==> src/rtl/fifo_uart_tx.sv <==
// UART transmitter draining a byte FIFO: pops one byte, then sends start, 8 data bits
// LSB first, optional even parity and 1 or 2 stop bits on a registered serial line.
module fifo_uart_tx #(
  parameter int unsigned CLKS_PER_BIT = 16,
  parameter int unsigned PARITY_EN    = 0,
  parameter int unsigned STOP_BITS    = 1
) (
  input  logic       clk,
  input  logic       rst_n,
  input  logic       enable,
  input  logic       fifo_empty,
  output logic       fifo_rd_en,
  input  logic [7:0] fifo_rdata,
  output logic       tx,
  output logic       busy,
  output logic       tx_done
);

  localparam int unsigned BAUD_W = (CLKS_PER_BIT > 1) ? $clog2(CLKS_PER_BIT) : 1;
  localparam logic [BAUD_W-1:0] BAUD_LAST = BAUD_W'(CLKS_PER_BIT - 1);
  localparam logic STOP_LAST = 1'(STOP_BITS - 1);

  localparam logic [2:0] ST_IDLE   = 3'd0;
  localparam logic [2:0] ST_POP    = 3'd1;
  localparam logic [2:0] ST_LOAD   = 3'd2;
  localparam logic [2:0] ST_START  = 3'd3;
  localparam logic [2:0] ST_DATA   = 3'd4;
  localparam logic [2:0] ST_PARITY = 3'd5;
  localparam logic [2:0] ST_STOP   = 3'd6;

  logic [2:0]        state_q, state_d;
  logic [BAUD_W-1:0] baud_q, baud_d;
  logic [2:0]        bit_q, bit_d;
  logic              stop_q, stop_d;
  logic [7:0]        shift_q, shift_d;
  logic              parity_q, parity_d;
  logic              tx_q, tx_d;
  logic              busy_q, busy_d;
  logic              rd_en_q, rd_en_d;
  logic              done_q, done_d;
  logic              baud_last;

  assign baud_last = (baud_q == BAUD_LAST);

  // Next-state logic; outputs are derived from the next-state values so they register in step.
  always_comb begin
    state_d  = state_q;
    baud_d   = baud_q;
    bit_d    = bit_q;
    stop_d   = stop_q;
    shift_d  = shift_q;
    parity_d = parity_q;

    case (state_q)
      ST_IDLE: begin
        if (enable && !fifo_empty) state_d = ST_POP;
      end
      ST_POP: state_d = ST_LOAD;
      ST_LOAD: begin
        shift_d  = fifo_rdata;
        parity_d = ^fifo_rdata;
        baud_d   = '0;
        bit_d    = 3'd0;
        stop_d   = 1'b0;
        state_d  = ST_START;
      end
      ST_START: begin
        if (baud_last) begin
          baud_d  = '0;
          state_d = ST_DATA;
        end else begin
          baud_d = baud_q + BAUD_W'(1);
        end
      end
      ST_DATA: begin
        if (baud_last) begin
          baud_d  = '0;
          shift_d = {1'b0, shift_q[7:1]};
          if (bit_q == 3'd7) begin
            bit_d   = 3'd0;
            state_d = (PARITY_EN != 0) ? ST_PARITY : ST_STOP;
          end else begin
            bit_d = bit_q + 3'd1;
          end
        end else begin
          baud_d = baud_q + BAUD_W'(1);
        end
      end
      ST_PARITY: begin
        if (baud_last) begin
          baud_d  = '0;
          state_d = ST_STOP;
        end else begin
          baud_d = baud_q + BAUD_W'(1);
        end
      end
      ST_STOP: begin
        if (baud_last) begin
          baud_d = '0;
          if (stop_q == STOP_LAST) begin
            stop_d  = 1'b0;
            state_d = (enable && !fifo_empty) ? ST_POP : ST_IDLE;
          end else begin
            stop_d = 1'b1;
          end
        end else begin
          baud_d = baud_q + BAUD_W'(1);
        end
      end
      default: state_d = ST_IDLE;
    endcase

    case (state_d)
      ST_START:  tx_d = 1'b0;
      ST_DATA:   tx_d = shift_d[0];
      ST_PARITY: tx_d = parity_d;
      default:   tx_d = 1'b1;
    endcase

    busy_d  = (state_d != ST_IDLE);
    rd_en_d = (state_d == ST_POP);
    done_d  = (state_d == ST_STOP) && (baud_d == BAUD_LAST) && (stop_d == STOP_LAST);
  end

  always_ff @(posedge clk or negedge rst_n) begin
    if (!rst_n) begin
      state_q  <= ST_IDLE;
      baud_q   <= '0;
      bit_q    <= 3'd0;
      stop_q   <= 1'b0;
      shift_q  <= 8'd0;
      parity_q <= 1'b0;
      tx_q     <= 1'b1;
      busy_q   <= 1'b0;
      rd_en_q  <= 1'b0;
      done_q   <= 1'b0;
    end else begin
      state_q  <= state_d;
      baud_q   <= baud_d;
      bit_q    <= bit_d;
      stop_q   <= stop_d;
      shift_q  <= shift_d;
      parity_q <= parity_d;
      tx_q     <= tx_d;
      busy_q   <= busy_d;
      rd_en_q  <= rd_en_d;
      done_q   <= done_d;
    end
  end

  assign tx         = tx_q;
  assign busy       = busy_q;
  assign fifo_rd_en = rd_en_q;
  assign tx_done    = done_q;

endmodule

==> config.mk <==
export PLATFORM = sky130hd
export DESIGN_NAME = fifo_uart_tx
export DESIGN_NICKNAME = d
export VERILOG_FILES = /design/src/rtl/fifo_uart_tx.sv
export SDC_FILE = /design/constraint.sdc
export NUM_CORES = 1
export LEC_CHECK = 0
export CAP_MARGIN = 20
export CORE_UTILIZATION = 40
export DETAILED_ROUTE_END_ITERATION = 8
export PLACE_DENSITY = 0.65
export RECOVER_POWER = 100
export SYNTH_ARGS = -nofsm -noshare
export SYNTH_HDL_FRONTEND = slang
export SYNTH_SLANG_ARGS = --single-unit
==> constraint.sdc <==
create_clock -name clk -period 3.1 [get_ports clk]
set_input_delay 0.62 -clock clk [delete_from_list [all_inputs] [get_ports clk]]
set_output_delay 0.62 -clock clk [all_outputs]
set_load 0.05 [all_outputs]
==> out/results.ini, run 1 <==
[run_status]
run_status=finished clean

[sta]
rsz0062_at_grt=false
relSlewSlack_pct=13.3
post-route-min-period_ps=2530
maxSlewViolCount=0
worstMarginPinSlew_ps=1300
finalHoldViolations=0
hold_ws_ps=490
min_period_over_period_pct=81.6
final.setup.tns_ps=0
clock_skew_ps=1.55
max_freq_mhz=395
finalSetupViolCount=0

[place]
gp_congestion=0.786
portBuffers=15
place_hpwl_um=1780
place_area_mm2=0.00150

[setup_path]
cpPeakStageDelay_ps=650
crit_arrival_ps=2780
crit_type=register to register
worst-path-max-fanout=8
worstSetupEndpointType=register
cpMostUsedCell=and3_1
setup.worst_path.start_class=register
critical_path_required_ps=3350
path_cells=ha_1 > and3_1 > a31oi_1 > a221oi_2 > or4_1 > and3_1
critical-path-top-delay-family=simple AND/OR/NAND/NOR gates
worst-path-buf-inv=0
slowest_stage=a31oi_1

[synth]
ys_ff_latch=24
synth_top_area_share_pct=43.6
synth-edff-count=0
yosysSeqAreaShare_pct=45.6
yosysTopAreaCell=dfrtp_1
syn_inst=131
syn-cell-area_mm2=0.00132
async_flop_share_pct=100
ys_top_cells_by_count=dfrtp_1 (23), nand2_1 (22), o21ai_0 (7), xnor2_1 (7)
syn_avg_cell_area_um2=10.1
yosysWarningCount=0
ys.flop_type=dfrtp_1
synth_nets=146
yosysMostFrequentCell=dfrtp_1
yosys.cell_types.count=48
synthTopCellsByArea=dfrtp_1 (44%), nand2_1 (6.3%), xnor2_1 (4.6%)

[power_and_ir_drop]
ir_drop_mv=0.177
p_leak_nw=0.637
power_per_cell_area_mw_per_mm2=350

[clock_tree]
ctsRootBufferMaster=clkbuf_4
clk_pin_slew_worst_paths_ps=120
cts_tree=yes
hold_buffers=0
cts_setup_buffers=0
clock-sinks=24
clock_latency_ps=300
cts_made_buffers=3
clock_path_buffers=2
h-tree-depth=1
post_cts_resized=0

[floorplanning]
num_io_pins=16
die_y_um=59.4
die_x_um=59.4
core-area_mm2=0.00310
die_area_mm2=0.00353
start_util_pct=42.5
rows=20

[final_layout]
multi_input_area_um2=646
antenna_cells=0
finalInstanceArea_mm2=0.00150
syn2layout_area_growth_pct=13.5
fin_nets=162
final_util_pct=48.3
regArea_um2=602
drive_gt1_share_pct=8.22
fill_cells=300

[detailed_routing]
wl_per_cell_um=12.9
routed_via_density=5.34
drc_errors=0
ant_nets=0
dr.pass1.iters=4
vias=1014
wirelength_um=2460
drtIter0Drc=33

[global_routing]
grt_max_degree=25
grt_use_total_pct=17.2
antenna_found_initial=0
grt-ovfl-total=0
grt_pass1_wl_um=4510
grt_pass1_vias=947

[worst_hold_path]
hold_path.class=register to register

[job]
drv_cap=0

==> through the flow <==
step	instances	setup WS, ps	power (mW)
floorplan	131	1040	0.363
global placement	186	894	0.393
detailed placement	186	861	0.395
CTS	190	839	0.536
global route	190	413	0.556
finish	190	571	0.524
==> layout make-up <==
class | instances | share of cell area [%]
Tap cell | 44 | 3.68
Multi-Input combinational cell | 98 | 43.1
Sequential cell | 24 | 40.2
Clock buffer | 4 | 1.75
Inverter | 4 | 1.00
Timing Repair Buffer | 16 | 10.3
==> power by group <==
group | switching, mW | internal [mW]
clock | 0.0877 | 0.0502
combinational | 0.0287 | 0.0303
sequential | 0.00342 | 0.324
total | 0.120 | 0.404
==> kinds of logic (layout without fill, tap and decap cells) <==
group	Yosys count	after routing	synth area share [%]
xor+xnor	7	7	4.64
compound gates	30	30	17.3
buf+inv	9	24	3.70
simple gates	57	57	25.1
flops	24	24	45.6
fa+ha+maj	3	3	2.84
mux	1	1	0.758
==> flip-flops by register name (all words and copies together) (netlist names) <==
name / flops
fifo_rd_en: 1
baud_q: 4
bit_q: 3
busy: 1
stop_q: 1
shift_q: 8
state_q: 3
parity_q: 1
tx: 1
tx_done: 1
==> layout by cell type (no fill, tap or decap), types with 2 or more instances in the layout <==
| cell | count |
|---|---|
| nand2b_1 | 2 |
| clkbuf_1 | 2 |
| clkdlybuf4s50_1 | 10 |
| inv_1 | 4 |
| nand2_1 | 22 |
| nor3_1 | 2 |
| nor2_1 | 4 |
| and2b_2 | 2 |
| dfrtp_1 | 23 |
| and3_1 | 3 |
| a21o_1 | 2 |
| ha_1 | 3 |
| clkbuf_4 | 3 |
| o21ai_0 | 7 |
| nand3_1 | 6 |
| a22oi_1 | 6 |
| dlygate4sd3_1 | 5 |
| xnor2_1 | 7 |
| a21oi_1 | 4 |
==> worst register-to-register path: stages, from the launching register on <==
cell and delay [ps]:
dfrtp_1 440, ha_1 270, and3_1 260, a31oi_1 660, a221oi_2 130, or4_1 540
and3_1 190
==> final timing paths <==
kind / from / to / slack (ps) / depth (start not counted)
worst min-delay path: shift_q[2] / shift_q[2] / 490 / 2
worst max-delay path: baud_q[0] / tx / 570 / 6
worst min register to register: shift_q[2] / shift_q[2] / 490 / 2
min in group asynchronous: rst_n / fifo_rd_en / 1100 / 2
max in group asynchronous: rst_n / bit_q[0] / 1240 / 2
worst max register to register: baud_q[0] / tx / 570 / 6
==> routing by layer <==
layer,up-vias,track usage (%),share of wire [%]
met2,14,25.4,45
met1,494,25.0,50
met5,-,0,0
met4,0,7.14,0.69
li1,504,-,-
met3,2,2.62,3.3
Power figures use the tool's default switching activity.
==> run 2: changes to the inputs <==
--- a/config.mk
+++ b/config.mk
@@ -8,7 +8,7 @@
 export CAP_MARGIN = 20
 export CORE_UTILIZATION = 40
 export DETAILED_ROUTE_END_ITERATION = 8
-export PLACE_DENSITY = 0.65
+export PLACE_DENSITY = 0.67
 export RECOVER_POWER = 100
 export SYNTH_ARGS = -nofsm -noshare
 export SYNTH_HDL_FRONTEND = slang
==> constraint.sdc (replaced) <==
create_clock -name clk -period 2.05 [get_ports clk]
set_input_delay 0.41 -clock clk [delete_from_list [all_inputs] [get_ports clk]]
set_output_delay 0.41 -clock clk [all_outputs]
set_load 0.05 [all_outputs]
==> out/results.ini, run 2 (same netlist as run 1, synthesis figures left out) <==
[sta]
fin_ws_ps=52.3  ; was 571 ps
worstMarginPinSlew_ps=1310  ; was 1300 ps
finalHoldViolations=0  ; unchanged
rsz0062_at_grt=true  ; was false
clock_skew_ps=7.64  ; was 1.55 ps
relSlewSlack_pct=12.4  ; was 13.3%
finalSetupViolCount=0  ; unchanged
max_freq_mhz=501  ; was 395 MHz
min_period_over_period_pct=97.4  ; was 81.6%
post-route-min-period_ps=2000  ; was 2530 ps
final.setup.tns_ps=0  ; unchanged
maxSlewViolCount=0  ; unchanged

[final_layout]
mostFrequentLayoutCells=nand2_1 (22), dfrtp_1 (21), buf_4 (18)  ; was dfrtp_1 (23), nand2_1 (22), clkdlybuf4s50_1 (10)
final_util_pct=54.4  ; was 48.3%
antenna_cells=0  ; unchanged
fill_cells=303  ; was 300
final_common_cell=nand2_1  ; was dfrtp_1
regMostFlops=shift_q  ; unchanged
largest_reg_flops=8  ; unchanged
syn2layout_area_growth_pct=28.0  ; was 13.5%
largest_registers=shift_q: 8 flops, baud_q: 4 flops  ; unchanged
drive_gt1_share_pct=26.2  ; was 8.22%
fin_nets=180  ; was 162
multi_input_area_um2=698  ; was 646 um^2
regArea_um2=604  ; was 602 um^2

[setup_path]
r2r_cells=7  ; was 6
reg2reg_to=tx  ; unchanged
r2r_setup_slack_ps=50  ; was 570 ps
crit_type=register to register  ; unchanged
worstSetupEndpointType=register  ; unchanged
reg2reg_from=baud_q[1]  ; was baud_q[0]
worst-path-max-fanout=5  ; was 8
slowest_stage=or4_4  ; was a31oi_1
cpPeakStageDelay_ps=490  ; was 650 ps
path_cells=ha_2 > nand3_2 > buf_6 > a211oi_2 > nand3_2 > or4_4 > and3_4  ; was ha_1 > and3_1 > a31oi_1 > a221oi_2 > or4_1 > and3_1
crit_arrival_ps=2250  ; was 2780 ps
cpMostUsedCell=nand3_2  ; was and3_1
setup.worst_path.start_class=register  ; unchanged
critical_path_required_ps=2300  ; was 3350 ps

[global_routing]
grt-ovfl-total=0  ; unchanged
grt_pass1_vias=974  ; was 947
grt_max_degree=25  ; unchanged
grt_use_total_pct=17.0  ; was 17.2%
grt_pass1_wl_um=4510  ; about the same
antenna_found_initial=0  ; unchanged

[power_and_ir_drop]
p_leak_nw=0.742  ; was 0.637 nW
ir_drop_mv=0.262  ; was 0.177 mV
internal_power_mw=0.613  ; was 0.404 mW
p_seq_share_pct=62.4  ; about the same
p_switching_mw=0.181  ; was 0.120 mW
power_per_cell_area_mw_per_mm2=470  ; was 350 mW/mm^2
power_frac_comb_pct=11.3  ; about the same
switching_share_pct=22.8  ; was 22.9%
power_mw=0.794  ; was 0.524 mW
pwr-share-clk_pct=26.4  ; was 26.3%

[place]
place_hpwl_um=1980  ; was 1780 um
gp_congestion=0.817  ; was 0.786
portBuffers=15  ; unchanged
dp_worst_setup_slack_ps=-29.9  ; was 861 ps

[floorplanning]
start_util_pct=42.5  ; unchanged
die_area_mm2=0.00353  ; unchanged
core-area_mm2=0.00310  ; unchanged
rows=20  ; unchanged
die_x_um=59.4  ; unchanged
num_io_pins=16  ; unchanged
die_y_um=59.4  ; unchanged

[clock_tree]
cts_tree=yes  ; unchanged
ctsRootBufferMaster=clkbuf_4  ; unchanged
clock-sinks=24  ; unchanged
clk_pin_slew_worst_paths_ps=130  ; was 120 ps
clock_path_buffers=2  ; unchanged
h-tree-depth=1  ; unchanged
cts_made_buffers=3  ; unchanged
clock_latency_ps=300  ; about the same

[detailed_routing]
wl_per_cell_um=13.6  ; was 12.9 um
ant_nets=0  ; unchanged
wirelength_um=2820  ; was 2460 um
dr.pass1.iters=5  ; was 4
drtIter0Drc=46  ; was 33
vias=1106  ; was 1014
routed_via_density=5.32  ; was 5.34
drc_errors=0  ; unchanged

[worst_hold_path]
whs_endpoint=shift_q[1]  ; was shift_q[2]
worstHoldStart=shift_q[1]  ; was shift_q[2]
hold_path.class=register to register  ; unchanged
worstHoldPathCells=2  ; unchanged

[run_status]
run_status=finished clean  ; unchanged

[job]
drv_cap=0  ; unchanged

==> run 2: cell count changes in the layout (fill, tap and decap cells not counted), sizes merged <==
cell and delta:
dlygate4sd3 -4, buf +19, clkdlybuf4s50 +3
==> run 2: area by class of cell <==
cell class | count | area share [%]
Clock buffer | 4 | 1.56
Multi-Input combinational cell | 98 | 41.3
Timing Repair Buffer | 34 | 17.2
Inverter | 4 | 0.889
Tap cell | 44 | 3.26
Sequential cell | 24 | 35.8
==> run 2: routing by layer <==
| metal | wire (um) | track usage, % | share of wire, % |
|---|---|---|---|
| met4 | 13 | 4.08 | 0.46 |
| met5 | 0 | 0 | 0 |
| met1 | 1350 | 23.9 | 48 |
| met2 | 1350 | 27.9 | 48 |
| met3 | 111 | 1.97 | 3.9 |
==> run 2: power groups by stage <==
stage               Clock [mW]  Sequential [mW]  Combinational, mW
CTS                      0.221            0.495             0.0900
floorplan                    0            0.507             0.0423
global placement             0            0.504             0.0894
detailed placement           0            0.504             0.0894
finish                   0.209            0.495             0.0894
global route             0.240            0.497             0.0985
==> run 2: timing repair <==
action / in CTS / in global routing
pin swaps: 1 / 4
hold buffers: 0 / 0
resized for setup: 0 / 10
setup buffers: 3 / 1
endpoints found under the setup margin: 1 / 2
==> run 2: critical path: cells and delay by family, from the launching register on <==
kind                       cells  cell delay (ps)
and+or+nand+nor                4              930
DFF                            1              400
AOI/OAI and AO/OA              1              240
adders and majority gates      1              230
buffers and inverters          1              150
==> run 2: stage by stage <==
stage          cell area (um^2)  std cells  hold WS, ps
6_report                   1690        208          484
5_1_grt                    1690        208          510
4_1_cts                    1650        207          439
3_5_place_dp               1600        200          463
3_3_place_gp               1600        200          462
2_1_floorplan              1320        131          114
==> run 2: worst max-delay path by stage <==
stage          cells after the start      start  end
2_1_floorplan                      6  baud_q[0]   tx
3_5_place_dp                       6  baud_q[1]   tx
3_3_place_gp                       6  baud_q[1]   tx
6_report                           7  baud_q[1]   tx
5_1_grt                            7  baud_q[0]   tx
4_1_cts                            6  baud_q[1]   tx
